===== src/rtl/rj_pkg.sv =====
// Shared types and width helpers for the ring/Johnson code decoder.
package rj_pkg;

    typedef enum logic {
        UNLOCKED = 1'b0,
        LOCKED   = 1'b1
    } rj_state_t;

    function automatic int rj_ring_idx_w(input int width);
        return (width > 1) ? $clog2(width) : 1;
    endfunction

    function automatic int rj_john_idx_w(input int width);
        return $clog2(2 * width);
    endfunction

endpackage


===== src/rtl/rj_seq_tracker.sv =====
// Lock/continuity tracker for one decoded code channel with a wrapping index.
module rj_seq_tracker
    import rj_pkg::*;
#(
    parameter int MODULUS = 4,
    parameter int IDX_W   = 2
) (
    input  logic             clk,
    input  logic             rst_n,
    input  logic             en_i,
    input  logic             legal_i,
    input  logic [IDX_W-1:0] idx_i,
    output logic             locked_o,
    output logic             code_err_o,
    output logic             seq_err_o,
    output logic [IDX_W-1:0] idx_o,
    output logic             err_next_o
);

    localparam logic [IDX_W-1:0] LAST_IDX = IDX_W'(MODULUS - 1);

    rj_state_t        state_q, state_d;
    logic [IDX_W-1:0] idx_q, idx_d, next_exp_s;
    logic             code_err_q, code_err_d;
    logic             seq_err_q, seq_err_d;

    assign next_exp_s = (idx_q == LAST_IDX) ? IDX_W'(0) : idx_q + IDX_W'(1);

    // Next state: illegal codes hold the index, legal ones always reload it.
    always_comb begin
        state_d    = state_q;
        idx_d      = idx_q;
        code_err_d = 1'b0;
        seq_err_d  = 1'b0;
        if (en_i) begin
            case (state_q)
                UNLOCKED: begin
                    if (legal_i) begin
                        state_d = LOCKED;
                        idx_d   = idx_i;
                    end else begin
                        code_err_d = 1'b1;
                    end
                end
                LOCKED: begin
                    if (legal_i) begin
                        idx_d     = idx_i;
                        seq_err_d = (idx_i != next_exp_s);
                    end else begin
                        state_d    = UNLOCKED;
                        code_err_d = 1'b1;
                    end
                end
                default: begin
                    state_d = UNLOCKED;
                end
            endcase
        end else begin
            state_d = state_q;
        end
    end

    // State, held index and one-cycle error pulses.
    always_ff @(posedge clk or negedge rst_n) begin
        if (!rst_n) begin
            state_q    <= UNLOCKED;
            idx_q      <= '0;
            code_err_q <= 1'b0;
            seq_err_q  <= 1'b0;
        end else begin
            state_q    <= state_d;
            idx_q      <= idx_d;
            code_err_q <= code_err_d;
            seq_err_q  <= seq_err_d;
        end
    end

    assign locked_o   = (state_q == LOCKED);
    assign code_err_o = code_err_q;
    assign seq_err_o  = seq_err_q;
    assign idx_o      = idx_q;
    assign err_next_o = code_err_d | seq_err_d;

endmodule


===== src/rtl/ring_johnson_decoder.sv =====
// Decodes ring and Johnson codes, tracks sequence lock, counts errors.
// Define RJ_DEC_ERR_CNT_EN to build the saturating err_cnt register.
module ring_johnson_decoder
    import rj_pkg::*;
#(
    parameter int WIDTH     = 4,
    parameter int ERR_CNT_W = 8
) (
    input  logic                              clk,
    input  logic                              rst_n,
    input  logic                              en,
    input  logic [WIDTH-1:0]                  ring_in,
    input  logic [WIDTH-1:0]                  john_in,
    output logic [rj_ring_idx_w(WIDTH)-1:0]   ring_idx,
    output logic [rj_john_idx_w(WIDTH)-1:0]   john_idx,
    output logic                              ring_locked,
    output logic                              john_locked,
    output logic                              ring_code_err,
    output logic                              john_code_err,
    output logic                              ring_seq_err,
    output logic                              john_seq_err,
    output logic [ERR_CNT_W-1:0]              err_cnt
);

    localparam int RIDX_W = rj_ring_idx_w(WIDTH);
    localparam int JIDX_W = rj_john_idx_w(WIDTH);
    localparam logic [JIDX_W:0]   TWO_W = (JIDX_W + 1)'(2 * WIDTH);
    localparam logic [WIDTH-1:0]  ONE_W = WIDTH'(1);

    logic [JIDX_W-1:0] ring_cnt_s, john_cnt_s, john_idx_s;
    logic [RIDX_W-1:0] ring_pos_s;
    logic [JIDX_W:0]   john_alt_s;
    logic [WIDTH-1:0]  john_inv_s;
    logic              ring_legal_s, john_legal_s;
    logic              ring_evt_s, john_evt_s;

    // Ring decode: one-hot check and set-bit position.
    always_comb begin
        ring_cnt_s = '0;
        ring_pos_s = '0;
        for (int i = 0; i < WIDTH; i++) begin
            ring_cnt_s = ring_cnt_s + JIDX_W'(ring_in[i]);
            ring_pos_s = ring_pos_s | (ring_in[i] ? RIDX_W'(i) : RIDX_W'(0));
        end
        ring_legal_s = (ring_cnt_s == JIDX_W'(1));
    end

    // Johnson decode: x & (x+1) == 0 detects a run of ones anchored at the LSB;
    // applying it to ~x detects a run anchored at the MSB.
    always_comb begin
        john_cnt_s = '0;
        for (int i = 0; i < WIDTH; i++) begin
            john_cnt_s = john_cnt_s + JIDX_W'(john_in[i]);
        end
        john_inv_s   = ~john_in;
        john_legal_s = ((john_in & (john_in + ONE_W)) == '0) ||
                       ((john_inv_s & (john_inv_s + ONE_W)) == '0);
        john_alt_s   = TWO_W - {1'b0, john_cnt_s};
        if (john_in[WIDTH-1] || (john_in == '0)) begin
            john_idx_s = john_cnt_s;
        end else begin
            john_idx_s = john_alt_s[JIDX_W-1:0];
        end
    end

    rj_seq_tracker #(
        .MODULUS (WIDTH),
        .IDX_W   (RIDX_W)
    ) u_ring_trk (
        .clk        (clk),
        .rst_n      (rst_n),
        .en_i       (en),
        .legal_i    (ring_legal_s),
        .idx_i      (ring_pos_s),
        .locked_o   (ring_locked),
        .code_err_o (ring_code_err),
        .seq_err_o  (ring_seq_err),
        .idx_o      (ring_idx),
        .err_next_o (ring_evt_s)
    );

    rj_seq_tracker #(
        .MODULUS (2 * WIDTH),
        .IDX_W   (JIDX_W)
    ) u_john_trk (
        .clk        (clk),
        .rst_n      (rst_n),
        .en_i       (en),
        .legal_i    (john_legal_s),
        .idx_i      (john_idx_s),
        .locked_o   (john_locked),
        .code_err_o (john_code_err),
        .seq_err_o  (john_seq_err),
        .idx_o      (john_idx),
        .err_next_o (john_evt_s)
    );

`ifdef RJ_DEC_ERR_CNT_EN
    logic [ERR_CNT_W-1:0] err_cnt_q, err_cnt_d;
    logic [ERR_CNT_W:0]   err_sum_s;

    // Saturating add of this cycle's error events (0..2).
    always_comb begin
        err_sum_s = {1'b0, err_cnt_q} + {{ERR_CNT_W{1'b0}}, ring_evt_s}
                                      + {{ERR_CNT_W{1'b0}}, john_evt_s};
        if (err_sum_s[ERR_CNT_W]) begin
            err_cnt_d = '1;
        end else begin
            err_cnt_d = err_sum_s[ERR_CNT_W-1:0];
        end
    end

    // Error counter register.
    always_ff @(posedge clk or negedge rst_n) begin
        if (!rst_n) begin
            err_cnt_q <= '0;
        end else begin
            err_cnt_q <= err_cnt_d;
        end
    end

    assign err_cnt = err_cnt_q;
`else
    logic unused_evt_s;
    assign unused_evt_s = ring_evt_s | john_evt_s;
    assign err_cnt      = {ERR_CNT_W{1'b0}};
`endif

endmodule


===== config.mk =====
export PLATFORM = sky130hd
export DESIGN_NAME = ring_johnson_decoder
export DESIGN_NICKNAME = d
export VERILOG_FILES = /design/src/rtl/rj_pkg.sv /design/src/rtl/rj_seq_tracker.sv /design/src/rtl/ring_johnson_decoder.sv
export SDC_FILE = /design/constraint.sdc
export NUM_CORES = 1
export LEC_CHECK = 0
export ABC_AREA = 1
export BUFFER_PORTS_ARGS = -buffer_cell sky130_fd_sc_hd__buf_4
export CAP_MARGIN = 10
export CORE_MARGIN = 5
export CORE_UTILIZATION = 50
export DETAILED_ROUTE_END_ITERATION = 10
export PLACE_DENSITY = 0.88
export SETUP_SLACK_MARGIN = 0.2
export SLEW_MARGIN = 20
export SYNTH_ARGS = -nofsm -noshare
export SYNTH_HDL_FRONTEND = slang
export SYNTH_HIERARCHICAL = 1
export SYNTH_SLANG_ARGS = --single-unit

===== constraint.sdc =====
create_clock -name clk -period 3 [get_ports clk]
set_input_delay 0 -clock clk [delete_from_list [all_inputs] [get_ports clk]]
set_output_delay 0 -clock clk [all_outputs]
set_load 0.02 [all_outputs]

==> impl_results.rst, run 1 <==
.. list-table::
   :header-rows: 1

   * - Metric
     - Value
   * - Outcome
     - complete, no violations
   * - Synthesized area per cell
     - between 7 and 8 um^2
   * - Sum of negative setup slack
     - 0 ns
   * - Summed area of non-filler cells in the final layout
     - approximately 1100 um^2
   * - Maximum number of pins on one net before global-route repair
     - 12
   * - Area added between synthesis and finish
     - 22.2%
   * - Area occupied by registers
     - approximately 280 um^2
   * - Proportion of layout cells with a drive suffix above 1
     - about 21%
   * - Level count of the clock H-tree
     - 1
   * - Leakage
     - 0.685 nW
   * - Multi-input gate area in the final layout
     - slightly above 500 um^2
   * - Detailed-route via count
     - between 700 and 800
   * - Kind of capture point of the worst setup path
     - flop
   * - Clock sinks
     - 11
   * - Effective utilization at floorplan
     - a little over half
   * - Setup Crit Path Kind
     - input port to flop
   * - Number of warnings printed during yosys synthesis
     - 6
   * - First-pass GRT wire length
     - between 2000 and 3000 um
   * - Overall routed net length
     - between 1500 and 2000 um
   * - Measured slew at the worst slew-check pin
     - 0.523 ns
   * - Final non-filler cell total
     - 170
   * - Drt pass-1 iters
     - 4
   * - Worst supply voltage drop on vdd
     - between 200 and 300 uV
   * - Net total in the final layout
     - around 170
   * - Count of inserted antenna diode cells
     - 0
   * - DRC
     - 0
   * - Count of buffers inserted at the top-level ports
     - 21
   * - Clock-pin slew on the worst setup and hold paths
     - around 0.07 ns
   * - Startpoint kind of the worst setup timing path
     - input port
   * - Gate count of the mapped netlist
     - about 120
   * - Root buffer selected by CTS
     - clkbuf_4
   * - Crit path buffers/inverters
     - 6
   * - Final cycle utilization of the critical path
     - around 67%
   * - Number of antenna violations at the first check in global routing
     - 0
   * - Weighted congestion at the end of routability-driven global placement
     - between 0.8 and 0.9
   * - Clock Power Share
     - between 15 and 20%
   * - Clk buf depth
     - 2
   * - Count of routing violations after the opening detailed-route iteration
     - 15
   * - Maximum clock frequency
     - around 0.50 GHz
   * - Sequential Power Share
     - around 34%
   * - Clock tree from TritonCTS
     - yes
   * - Period minus WS final
     - about 2.0 ns
   * - All-Layer GR Usage
     - a little over an eighth
   * - Part of the total power dissipated in combinational logic
     - 51.1%
   * - Number of vias per cell after detailed routing
     - roughly 4.4
   * - Net Sw Power
     - about 250 uW
   * - Number of slew-limit violations in the final report
     - 0
   * - Clock skew
     - roughly 0.00017 ns
   * - Number of nets with antenna violations after routing
     - 0
   * - Fill cells
     - between 150 and 200
   * - Final setup viols
     - 0
   * - Std-Cell Rows
     - 15
   * - Wire per inst
     - approximately 9.6 um
   * - Hold violation total from the final report
     - 0
   * - Chip width
     - roughly 53 um
   * - Post-Synthesis Cell Area
     - 907 um^2
   * - Worst min-delay path category
     - input port to asynchronous set/reset pin
   * - Unrepaired setup endpoints after global routing
     - false
   * - Max-slew headroom at the worst pin
     - 65.0%
   * - Slowest library cell on the worst path
     - fa_1
   * - Number of I/O pins
     - 30
   * - Total core area
     - roughly 1700 um^2
   * - Detailed Place HPWL
     - 1400 um
   * - Die extent in y
     - about 53 um
   * - Worst path cell trace
     - buf_4 -> inv_1 -> fa_1 -> inv_1 -> ha_1 -> ha_1 -> inv_1 -> ha_1 -> xnor2_1 -> nand2_1 -> nand2_1 -> inv_1 -> nand2_1 -> nand2_1 -> nor2_1 -> nand3_1 -> nand2_1 -> inv_1
   * - Placed instance count
     - about 160
   * - Clk_lat worst skew
     - 0.26 ns
   * - Hold WS
     - between 0.09 and 0.1 ns
   * - Required time of the worst setup path
     - around 3.2 ns
   * - Largest delay contributor family on the critical path
     - adder cells
   * - Stage delay of the slowest cell on the critical path
     - 0.54 ns
   * - Proportion of total power due to net switching
     - between 40% and 50%
   * - Internal power of the cells
     - ~380 uW
   * - Critical Path Fanout Max
     - 4
   * - Residual overflow from global routing
     - 0
   * - Reported max-cap violation count
     - 0
   * - Arr. time, crit path
     - between 2 and 2.5 ns
   * - Instance area at placement
     - between 1000 and 1500 um^2
   * - Number of CTS-inserted buffers
     - 3
   * - Via count of the first global-routing pass
     - 701
   * - Die footprint
     - between 2000 and 3000 um^2
   * - Post-CTS sizing
     - 0
   * - Ratio of total power to cell area
     - 569 nW/um^2
==> what timing repair did <==
item	in CTS	in global routing
hold buffers	2	0
endpoints found under the hold margin	13	0
endpoints found under the setup margin	0	0
setup buffers	0	0
==> metrics by stage <==
stage,power [mW],util (%),worst slack (ns)
final,0.631,64.2,0.994
after global routing,0.693,64.2,0.816
after CTS,0.638,64.2,0.990
after detailed placement,0.536,61.5,0.709
after global placement,0.519,61.5,0.809
after floorplan,0.435,-,0.984
==> worst reg2reg max path, cell delays in order, from the launching register on <==
cell	delay, ns
dfrtp_1	0.43
ha_1	0.22
ha_1	0.29
inv_1	0.04
nand2_1	0.05
nand2_1	0.05
nor2_1	0.09
nand3_1	0.07
nand2_1	0.06
inv_1	0.03
==> sequential cells by signal, indices dropped and copies added (netlist names) <==
name and flops:
u_ring_trk/code_err_o 1, u_ring_trk/locked_o 1, u_john_trk/locked_o 1, u_john_trk/idx_o 3
u_john_trk/seq_err_o 1, u_ring_trk/seq_err_o 1, u_john_trk/code_err_o 1, u_ring_trk/idx_o 2
==> layer usage <==
metal,wire [um],track usage [%],vias to the layer above
met2,865,24.4,21
met1,654,15.3,333
met5,0,0,-
met3,83,0.855,4
li1,-,-,392
met4,21,6.81,0
==> area by class of cell <==
cell class	instances	area share [%]
clock buffer	4	2.37
inverter	25	8.47
multi-input combinational	82	45.5
sequential	11	24.8
tap	25	2.82
timing repair buffer	23	16.0
==> final timing paths <==
check                      cells past startpoint                             from                         endpoint  slack [ns]
min in group clk                               3                       ring_in[3]  u_ring_trk/idx_o[1]$_DFFE_PN0P_        0.10
max                                           18                       john_in[0]   u_john_trk/seq_err_o$_DFF_PN0_        0.99
min                                            2                            rst_n  u_john_trk/idx_o[2]$_DFFE_PN0P_         0.1
max in group asynchronous                      2                            rst_n  u_ring_trk/idx_o[0]$_DFFE_PN0P_        2.75
min reg2reg                                    2  u_ring_trk/locked_o$_DFFE_PN0P_  u_ring_trk/locked_o$_DFFE_PN0P_        0.52
max reg2reg                                    9  u_john_trk/idx_o[0]$_DFFE_PN0P_   u_john_trk/seq_err_o$_DFF_PN0_        1.58
==> cells in the final DEF, fill, tap and decap left out <==
| master | instances |
|---|---|
| clkbuf_4 | 3 |
| buf_4 | 21 |
| o21ai_0 | 7 |
| nor3b_1 | 1 |
| nand2_2 | 2 |
| conb_1 | 8 |
| fa_1 | 2 |
| xnor2_1 | 2 |
| nand2_1 | 30 |
| ha_1 | 12 |
| mux2_4 | 2 |
| dfrtp_1 | 11 |
| nor2_1 | 10 |
| nand3_1 | 3 |
| dlygate4sd3_1 | 2 |
| clkbuf_1 | 1 |
| inv_1 | 24 |
| a21oi_1 | 2 |
| inv_2 | 1 |
| or2_2 | 1 |
==> power by group through the flow <==
stage / sequential [mW] / clock, mW / combinational (mW)
after floorplan: 0.253 / 0 / 0.183
after global placement: 0.214 / 0 / 0.306
after detailed placement: 0.216 / 0 / 0.320
after CTS: 0.214 / 0.0992 / 0.325
after global routing: 0.220 / 0.107 / 0.367
final: 0.213 / 0.0955 / 0.323
(Power assumes the default switching activity.)
==> run 2, diff against run 1 <==
--- a/config.mk
+++ b/config.mk
@@ -9,9 +9,9 @@
 export BUFFER_PORTS_ARGS = -buffer_cell sky130_fd_sc_hd__buf_4
 export CAP_MARGIN = 10
 export CORE_MARGIN = 5
-export CORE_UTILIZATION = 50
+export CORE_UTILIZATION = 45
 export DETAILED_ROUTE_END_ITERATION = 10
-export PLACE_DENSITY = 0.88
+export PLACE_DENSITY = 0.84
 export SETUP_SLACK_MARGIN = 0.2
 export SLEW_MARGIN = 20
 export SYNTH_ARGS = -nofsm -noshare
==> constraint.sdc (replaced) <==
create_clock -name clk -period 1.7 [get_ports clk]
set_input_delay 0 -clock clk [delete_from_list [all_inputs] [get_ports clk]]
set_output_delay 0 -clock clk [all_outputs]
set_load 0.02 [all_outputs]
==> run 2 against run 1 <==
Net effect: the flow now finishes with violations (negative setup slack); sequential cell count did not move; power is 100% higher; first-iteration DRC count decreased by 53%; non-clock buffer count is 11 higher; clock power increased by 84%; register-to-register slack lost 1.4 ns; cell count increased by 7.6%.
==> impl_results.rst, run 2 (same netlist as run 1, synthesis figures left out) <==
.. list-table::
   :header-rows: 1

   * - Metric
     - Value
   * - Outcome
     - finished with violations
   * - Violations in the final reports
     - negative setup slack
   * - Sum of negative setup slack
     - -0.308 ns
   * - Most common cell after layout, fill and taps aside
     - nand2_1
   * - Required time of the worst setup path
     - between 1.5 and 2 ns
   * - Setup Crit Path Kind
     - input port to flop
   * - Summed area of non-filler cells in the final layout
     - roughly 1300 um^2
   * - Final cycle utilization of the critical path
     - 111%
   * - Number of nets with antenna violations after routing
     - 0
   * - DRC
     - 0
   * - Number of slew-limit violations in the final report
     - 0
   * - Count of buffers inserted at the top-level ports
     - 21
   * - Final setup viols
     - 2
   * - Number of vias per cell after detailed routing
     - about 4.7
   * - Number of I/O pins
     - 30
   * - Hold WS
     - between 0.09 and 0.1 ns
   * - Ratio of total power to cell area
     - about 940 nW/um^2
   * - Die footprint
     - between 3000 and 4000 um^2
   * - Net total in the final layout
     - between 150 and 200
   * - Count of routing violations after the opening detailed-route iteration
     - 7
   * - Critical Path Fanout Max
     - 2
   * - Reported max-cap violation count
     - 0
   * - Clock sinks
     - 11
   * - Slowest library cell on the worst path
     - fa_1
   * - Number of flip-flops under the largest register name
     - 3
   * - Unrepaired setup endpoints after global routing
     - true
   * - Worst-case register-to-register setup slack
     - between 0.2 and 0.25 ns
   * - Utilization after layout
     - 69.1%
   * - Kind of capture point of the worst setup path
     - flop
   * - Worst path cell trace
     - buf_8 -> inv_4 -> fa_1 -> inv_1 -> ha_2 -> ha_4 -> inv_2 -> ha_4 -> xnor2_2 -> nand2_1 -> nand2_2 -> inv_2 -> nand2_1 -> nand2_1 -> nor2_1 -> nand3_1 -> nand2_1 -> inv_1
   * - Hold-critical path depth
     - 5
   * - Area added between synthesis and finish
     - 47.9%
   * - CP dominant cell by count
     - nand2_1
   * - Maximum clock frequency
     - between 0.5 and 0.6 GHz
   * - Stage delay of the slowest cell on the critical path
     - ~0.52 ns
   * - Effective utilization at floorplan
     - about 47%
   * - Count of inserted antenna diode cells
     - 0
   * - Overall routed net length
     - approximately 2100 um
   * - Std-Cell Rows
     - 16
   * - Clk_lat worst skew
     - about 0.27 ns
   * - Chip width
     - roughly 55 um
   * - Detailed Place HPWL
     - between 1500 and 2000 um
   * - Period minus WS final
     - about 1.9 ns
   * - Worst supply voltage drop on vdd
     - roughly 580 uV
   * - All-Layer GR Usage
     - between 15 and 20%
   * - Commonest cells after routing, fill and taps aside
     - nand2_1 (28), buf_4 (25), inv_1 (16)
   * - Instance area at placement
     - between 1000 and 1500 um^2
   * - Clock-pin slew on the worst setup and hold paths
     - 0.07 ns
   * - First-pass GRT wire length
     - approximately 3500 um
   * - Weighted congestion at the end of routability-driven global placement
     - 0.732
   * - Worst min-delay path category
     - input port to flop
   * - Root buffer selected by CTS
     - clkbuf_4
   * - Via count of the first global-routing pass
     - 898
   * - Level count of the clock H-tree
     - 1
   * - Wire per inst
     - ~12 um
   * - Residual overflow from global routing
     - 0
   * - Total core area
     - 1940 um^2
   * - Clk buf depth
     - 2
   * - Hold violation total from the final report
     - 0
   * - Drt pass-1 iters
     - 4
   * - Die extent in y
     - around 55 um
   * - Maximum number of pins on one net before global-route repair
     - 12
   * - Clock tree from TritonCTS
     - yes
   * - Clock skew
     - between 0.002 and 0.003 ns
   * - Arr. time, crit path
     - approximately 2.1 ns
   * - Detailed-route via count
     - 857
   * - Worst reg2reg path depth
     - 9
   * - Startpoint kind of the worst setup timing path
     - input port
   * - Leakage
     - around 0.76 nW
   * - Proportion of layout cells with a drive suffix above 1
     - ~37%
   * - Number of antenna violations at the first check in global routing
     - 0
   * - Number of CTS-inserted buffers
     - 3
   * - Post-placement setup slack
     - -0.493 ns
   * - Post-route setup slack
     - -0.187 ns
[run 2: cell count changes in the layout (fill, tap and decap cells not counted), moves of 4 or more]
cell / before / now
inv_2: 1 / 5
ha_4: 0 / 4
inv_1: 24 / 16
buf_4: 21 / 25
ha_1: 12 / 7
[run 2: layout make-up]
type	count	area, um^2
Clock buffer	4	26.3
Multi-Input combinational cell	82	581
Fill cell	152	601
Tap cell	27	33.8
Inverter	25	119
Sequential cell	11	275
Timing Repair Buffer	34	307
[run 2: path summary, 6_finish.rpt]
check,start,to
max,john_in[0],u_john_trk/seq_err_o$_DFF_PN0_
min,ring_in[3],u_ring_trk/idx_o[0]$_DFFE_PN0P_
max reg2reg,u_john_trk/idx_o[0]$_DFFE_PN0P_,u_john_trk/seq_err_o$_DFF_PN0_
min reg2reg,u_ring_trk/locked_o$_DFFE_PN0P_,u_ring_trk/locked_o$_DFFE_PN0P_
max in group asynchronous,rst_n,u_john_trk/idx_o[1]$_DFFE_PN0P_
min in group asynchronous,rst_n,u_john_trk/idx_o[2]$_DFFE_PN0P_
[run 2: metal layers]
metal | up-vias | GRT usage [%] | wire (um)
met5 | - | 0 | 0
met4 | 0 | 8.50 | 44
met3 | 6 | 2.41 | 89
met2 | 23 | 31.1 | 1250
met1 | 414 | 16.5 | 748
li1 | 414 | - | -
[run 2: critical path, delay by kind of cell]
family                     cells  cell delay, ns
xor gates and xnor gates       1            0.15
adders and majority gates      4            1.12
and+or+nand+nor                7            0.51
buffers and inverters          6            0.27
[run 2: through the flow]
| stage | std cells | power, mW |
|---|---|---|
| 6_report | 183 | 1.26 |
| 5_1_grt | 183 | 1.37 |
| 4_1_cts | 183 | 1.25 |
| 3_5_place_dp | 175 | 1.03 |
| 3_3_place_gp | 175 | 0.988 |
| 2_1_floorplan | 126 | 0.807 |
[run 2: what timing repair did]
action | CTS | global route
hold endpoints to repair | 13 | 0
gates resized for setup | 14 | 7
pin swaps | 10 | 10
setup endpoints to repair | 5 | 6
hold buffers | 2 | 0
buffers inserted | 2 | 0
[run 2: power breakdown]
group	switching, mW	total, mW	internal (mW)	leakage (nW)
sequential	0.0573	0.379	0.321	0.138
combinational	0.366	0.708	0.342	0.603
clock	0.0851	0.176	0.0908	0.0150
total	0.509	1.26	0.754	0.756
==> run 3, diff against run 2 <==
--- a/config.mk
+++ b/config.mk
@@ -11,7 +11,7 @@
 export CORE_MARGIN = 5
 export CORE_UTILIZATION = 45
 export DETAILED_ROUTE_END_ITERATION = 10
-export PLACE_DENSITY = 0.84
+export PLACE_DENSITY = 0.75
 export SETUP_SLACK_MARGIN = 0.2
 export SLEW_MARGIN = 20
 export SYNTH_ARGS = -nofsm -noshare
==> run 3 against run 2 <==
Net effect: utilization shrank 1.6 points; first-iteration DRC count grew 43%; critical path depth is the same; non-clock buffer count shrank 2; clock skew grew 0.0031 ns; die area is the same; fmax grew 3.2%; global-route usage shrank 1.5 points; the run still ends with negative setup slack left; sequential cell count is the same; clock power shrank 5%.
==> impl_results.rst, run 3 (same netlist as run 1, synthesis figures left out) <==
.. list-table::
   :header-rows: 1

   * - Metric
     - Value
   * - Critical Path Fanout Max
     - 2
   * - Hold violation total from the final report
     - 0
   * - Detailed-route via count
     - about 800
   * - Drt pass-1 iters
     - 4
   * - Pwr Total
     - around 1.2 mW
   * - Count of buffers inserted at the top-level ports
     - 21
   * - Clock-pin slew on the worst setup and hold paths
     - 0.07 ns
   * - First-pass GRT wire length
     - 3240 um
   * - Outcome
     - finished with violations
   * - Multi-input gate area in the final layout
     - between 500 and 600 um^2
   * - Post-route setup slack
     - -0.129 ns
   * - Maximum number of pins on one net before global-route repair
     - 12
   * - Internal power of the cells
     - between 700 and 800 uW
   * - Startpoint of the lowest-slack register-to-register path
     - u_john_trk/idx_o[0]$_DFFE_PN0P_
   * - Ratio of total power to cell area
     - 945 nW/um^2
   * - Total core area
     - just under 2000 um^2
   * - Arr. time, crit path
     - slightly below 2 ns
   * - CP dominant cell by count
     - nand2_1
   * - Die footprint
     - between 3000 and 4000 um^2
   * - Worst path cell trace
     - buf_12 -> inv_12 -> fa_1 -> inv_1 -> ha_2 -> ha_4 -> inv_2 -> ha_4 -> xnor2_2 -> nand2_1 -> nand2_2 -> inv_2 -> nand2_1 -> nand2_1 -> nor2_1 -> nand3_1 -> nand2_1 -> inv_1
   * - Final cycle utilization of the critical path
     - 108%
   * - Instance area at placement
     - between 1000 and 1500 um^2
   * - Clock Power Share
     - 13.6%
   * - Setup Crit Path Kind
     - input port to flop
   * - Level count of the clock H-tree
     - 1
   * - Number of antenna violations at the first check in global routing
     - 0
   * - Chip width
     - 54.9 um
   * - Area occupied by registers
     - 275 um^2
   * - Residual overflow from global routing
     - 0
   * - Std-Cell Rows
     - 16
   * - Number of slew-limit violations in the final report
     - 0
   * - Required time of the worst setup path
     - 1.85 ns
   * - Crit path buffers/inverters
     - 6
   * - Effective utilization at floorplan
     - between 40% and 50%
   * - Final non-filler cell total
     - 181
   * - Worst reg2reg path depth
     - 9
   * - Part of the total power dissipated in combinational logic
     - between 50% and 60%
   * - Clock sinks
     - 11
   * - Worst min-delay path category
     - input port to asynchronous set/reset pin
   * - Worst R2R End
     - u_john_trk/seq_err_o$_DFF_PN0_
   * - Largest delay contributor family on the critical path
     - adder cells
   * - Via count of the first global-routing pass
     - between 800 and 900
   * - Slowest library cell on the worst path
     - fa_1
   * - Number of I/O pins
     - 30
   * - All-Layer GR Usage
     - between 10 and 15%
   * - Overall routed net length
     - ~1900 um
   * - DRC
     - 0
   * - Root buffer selected by CTS
     - clkbuf_4
   * - Number of vias per cell after detailed routing
     - about 4.4
   * - Commonest cells after routing, fill and taps aside
     - nand2_1 (26), buf_4 (26), inv_1 (15)
   * - Proportion of total power due to net switching
     - between 40% and 50%
   * - Clk buf depth
     - 2
   * - Violations in the final reports
     - negative setup slack
   * - Stage delay of the slowest cell on the critical path
     - 0.52 ns
   * - Hold WS
     - between 0.1 and 0.15 ns
   * - Final setup viols
     - 1
   * - Net total in the final layout
     - 180
   * - Wire per inst
     - ~10 um
   * - Proportion of layout cells with a drive suffix above 1
     - 39.6%
   * - Number of flip-flops under the largest register name
     - 3
   * - Count of routing violations after the opening detailed-route iteration
     - 10
   * - Worst-case register-to-register setup slack
     - 0.22 ns
   * - Clk_lat worst skew
     - 0.26 ns
   * - Kind of capture point of the worst setup path
     - flop
   * - Detailed Place HPWL
     - ~1600 um
   * - Number of CTS-inserted buffers
     - 3
   * - Reported max-cap violation count
     - 0
   * - Maximum clock frequency
     - 0.547 GHz
   * - Period minus WS final
     - between 1.5 and 2 ns
   * - Weighted congestion at the end of routability-driven global placement
     - between 0.7 and 0.8
   * - Sequential Power Share
     - between 30% and 40%
   * - Startpoint kind of the worst setup timing path
     - input port
   * - Number of nets with antenna violations after routing
     - 0
   * - Area added between synthesis and finish
     - 44.4%
   * - Clock tree from TritonCTS
     - yes
   * - Unrepaired setup endpoints after global routing
     - true
   * - Net Sw Power
     - 497 uW
   * - Post-CTS setup repair buffer count
     - 0
   * - Worst supply voltage drop on vdd
     - a little under 700 uV
   * - Summed area of non-filler cells in the final layout
     - ~1300 um^2
   * - Clock skew
     - between 0.005 and 0.006 ns
   * - Die extent in y
     - 54.9 um
   * - Count of inserted antenna diode cells
     - 0
   * - Placed instance count
     - 175
   * - Leakage
     - 0.738 nW
   * - Fill cells
     - 167
==> run 3: final cells by class <==
type | count | area share [%]
timing repair buffer | 32 | 20.5
tap | 27 | 2.58
inverter | 25 | 8.88
multi-input combinational | 82 | 45.0
sequential | 11 | 21.0
clock buffer | 4 | 2.01
==> run 3: timing repair <==
| item | 4_1_cts | 5_1_grt |
|---|---|---|
| endpoints found under the hold margin | 13 | 0 |
| pin swaps | 11 | 5 |
| resized for setup | 9 | 10 |
| hold buffers | 2 | 0 |
| setup endpoints to repair | 5 | 6 |
==> run 3: power by group through the flow <==
stage	registers, mW	logic (mW)	clock network, mW
after global routing	0.397	0.768	0.191
final	0.388	0.682	0.168
after detailed placement	0.386	0.643	0
after CTS	0.381	0.670	0.173
after global placement	0.378	0.615	0
after floorplan	0.446	0.361	0
==> run 3: how the worst max path moves through the flow <==
stage | startpoint | endpoint | slack [ns] | depth (start not counted)
5_1_grt | john_in[3] | u_john_trk/seq_err_o$_DFF_PN0_ | -0.27 | 18
3_5_place_dp | john_in[3] | u_john_trk/seq_err_o$_DFF_PN0_ | -0.50 | 18
2_1_floorplan | john_in[3] | u_john_trk/seq_err_o$_DFF_PN0_ | -0.20 | 17
6_report | john_in[3] | u_john_trk/seq_err_o$_DFF_PN0_ | -0.13 | 18
3_3_place_gp | john_in[3] | u_john_trk/seq_err_o$_DFF_PN0_ | -0.40 | 18
4_1_cts | john_in[3] | u_john_trk/seq_err_o$_DFF_PN0_ | -0.17 | 18
==> run 3: stage by stage <==
step / util, % / setup slack (ns) / TNS [ns]
after floorplan: - / -0.198 / -0.271
after detailed placement: 62.1 / -0.498 / -1.31
after global routing: 67.5 / -0.269 / -0.269
after global placement: 62.1 / -0.403 / -1.09
after CTS: 66.2 / -0.167 / -0.167
final: 67.5 / -0.129 / -0.129
==> run 3: routing by layer <==
metal	wire length, um	GRT usage (%)	vias up
li1	-	-	413
met1	752	15.9	368
met2	1020	28.7	20
met3	71	1.61	2
met4	16	5.26	0
met5	0	0	-
==> run 3: worst reg2reg max path: cells and delay by family, from the launching register on <==
family | cells | cell delay, ns
adder cells (fa/ha/maj) | 2 | 0.52
buffers and inverters | 2 | 0.07
flip-flops | 1 | 0.42
AND/OR/NAND/NOR | 5 | 0.36
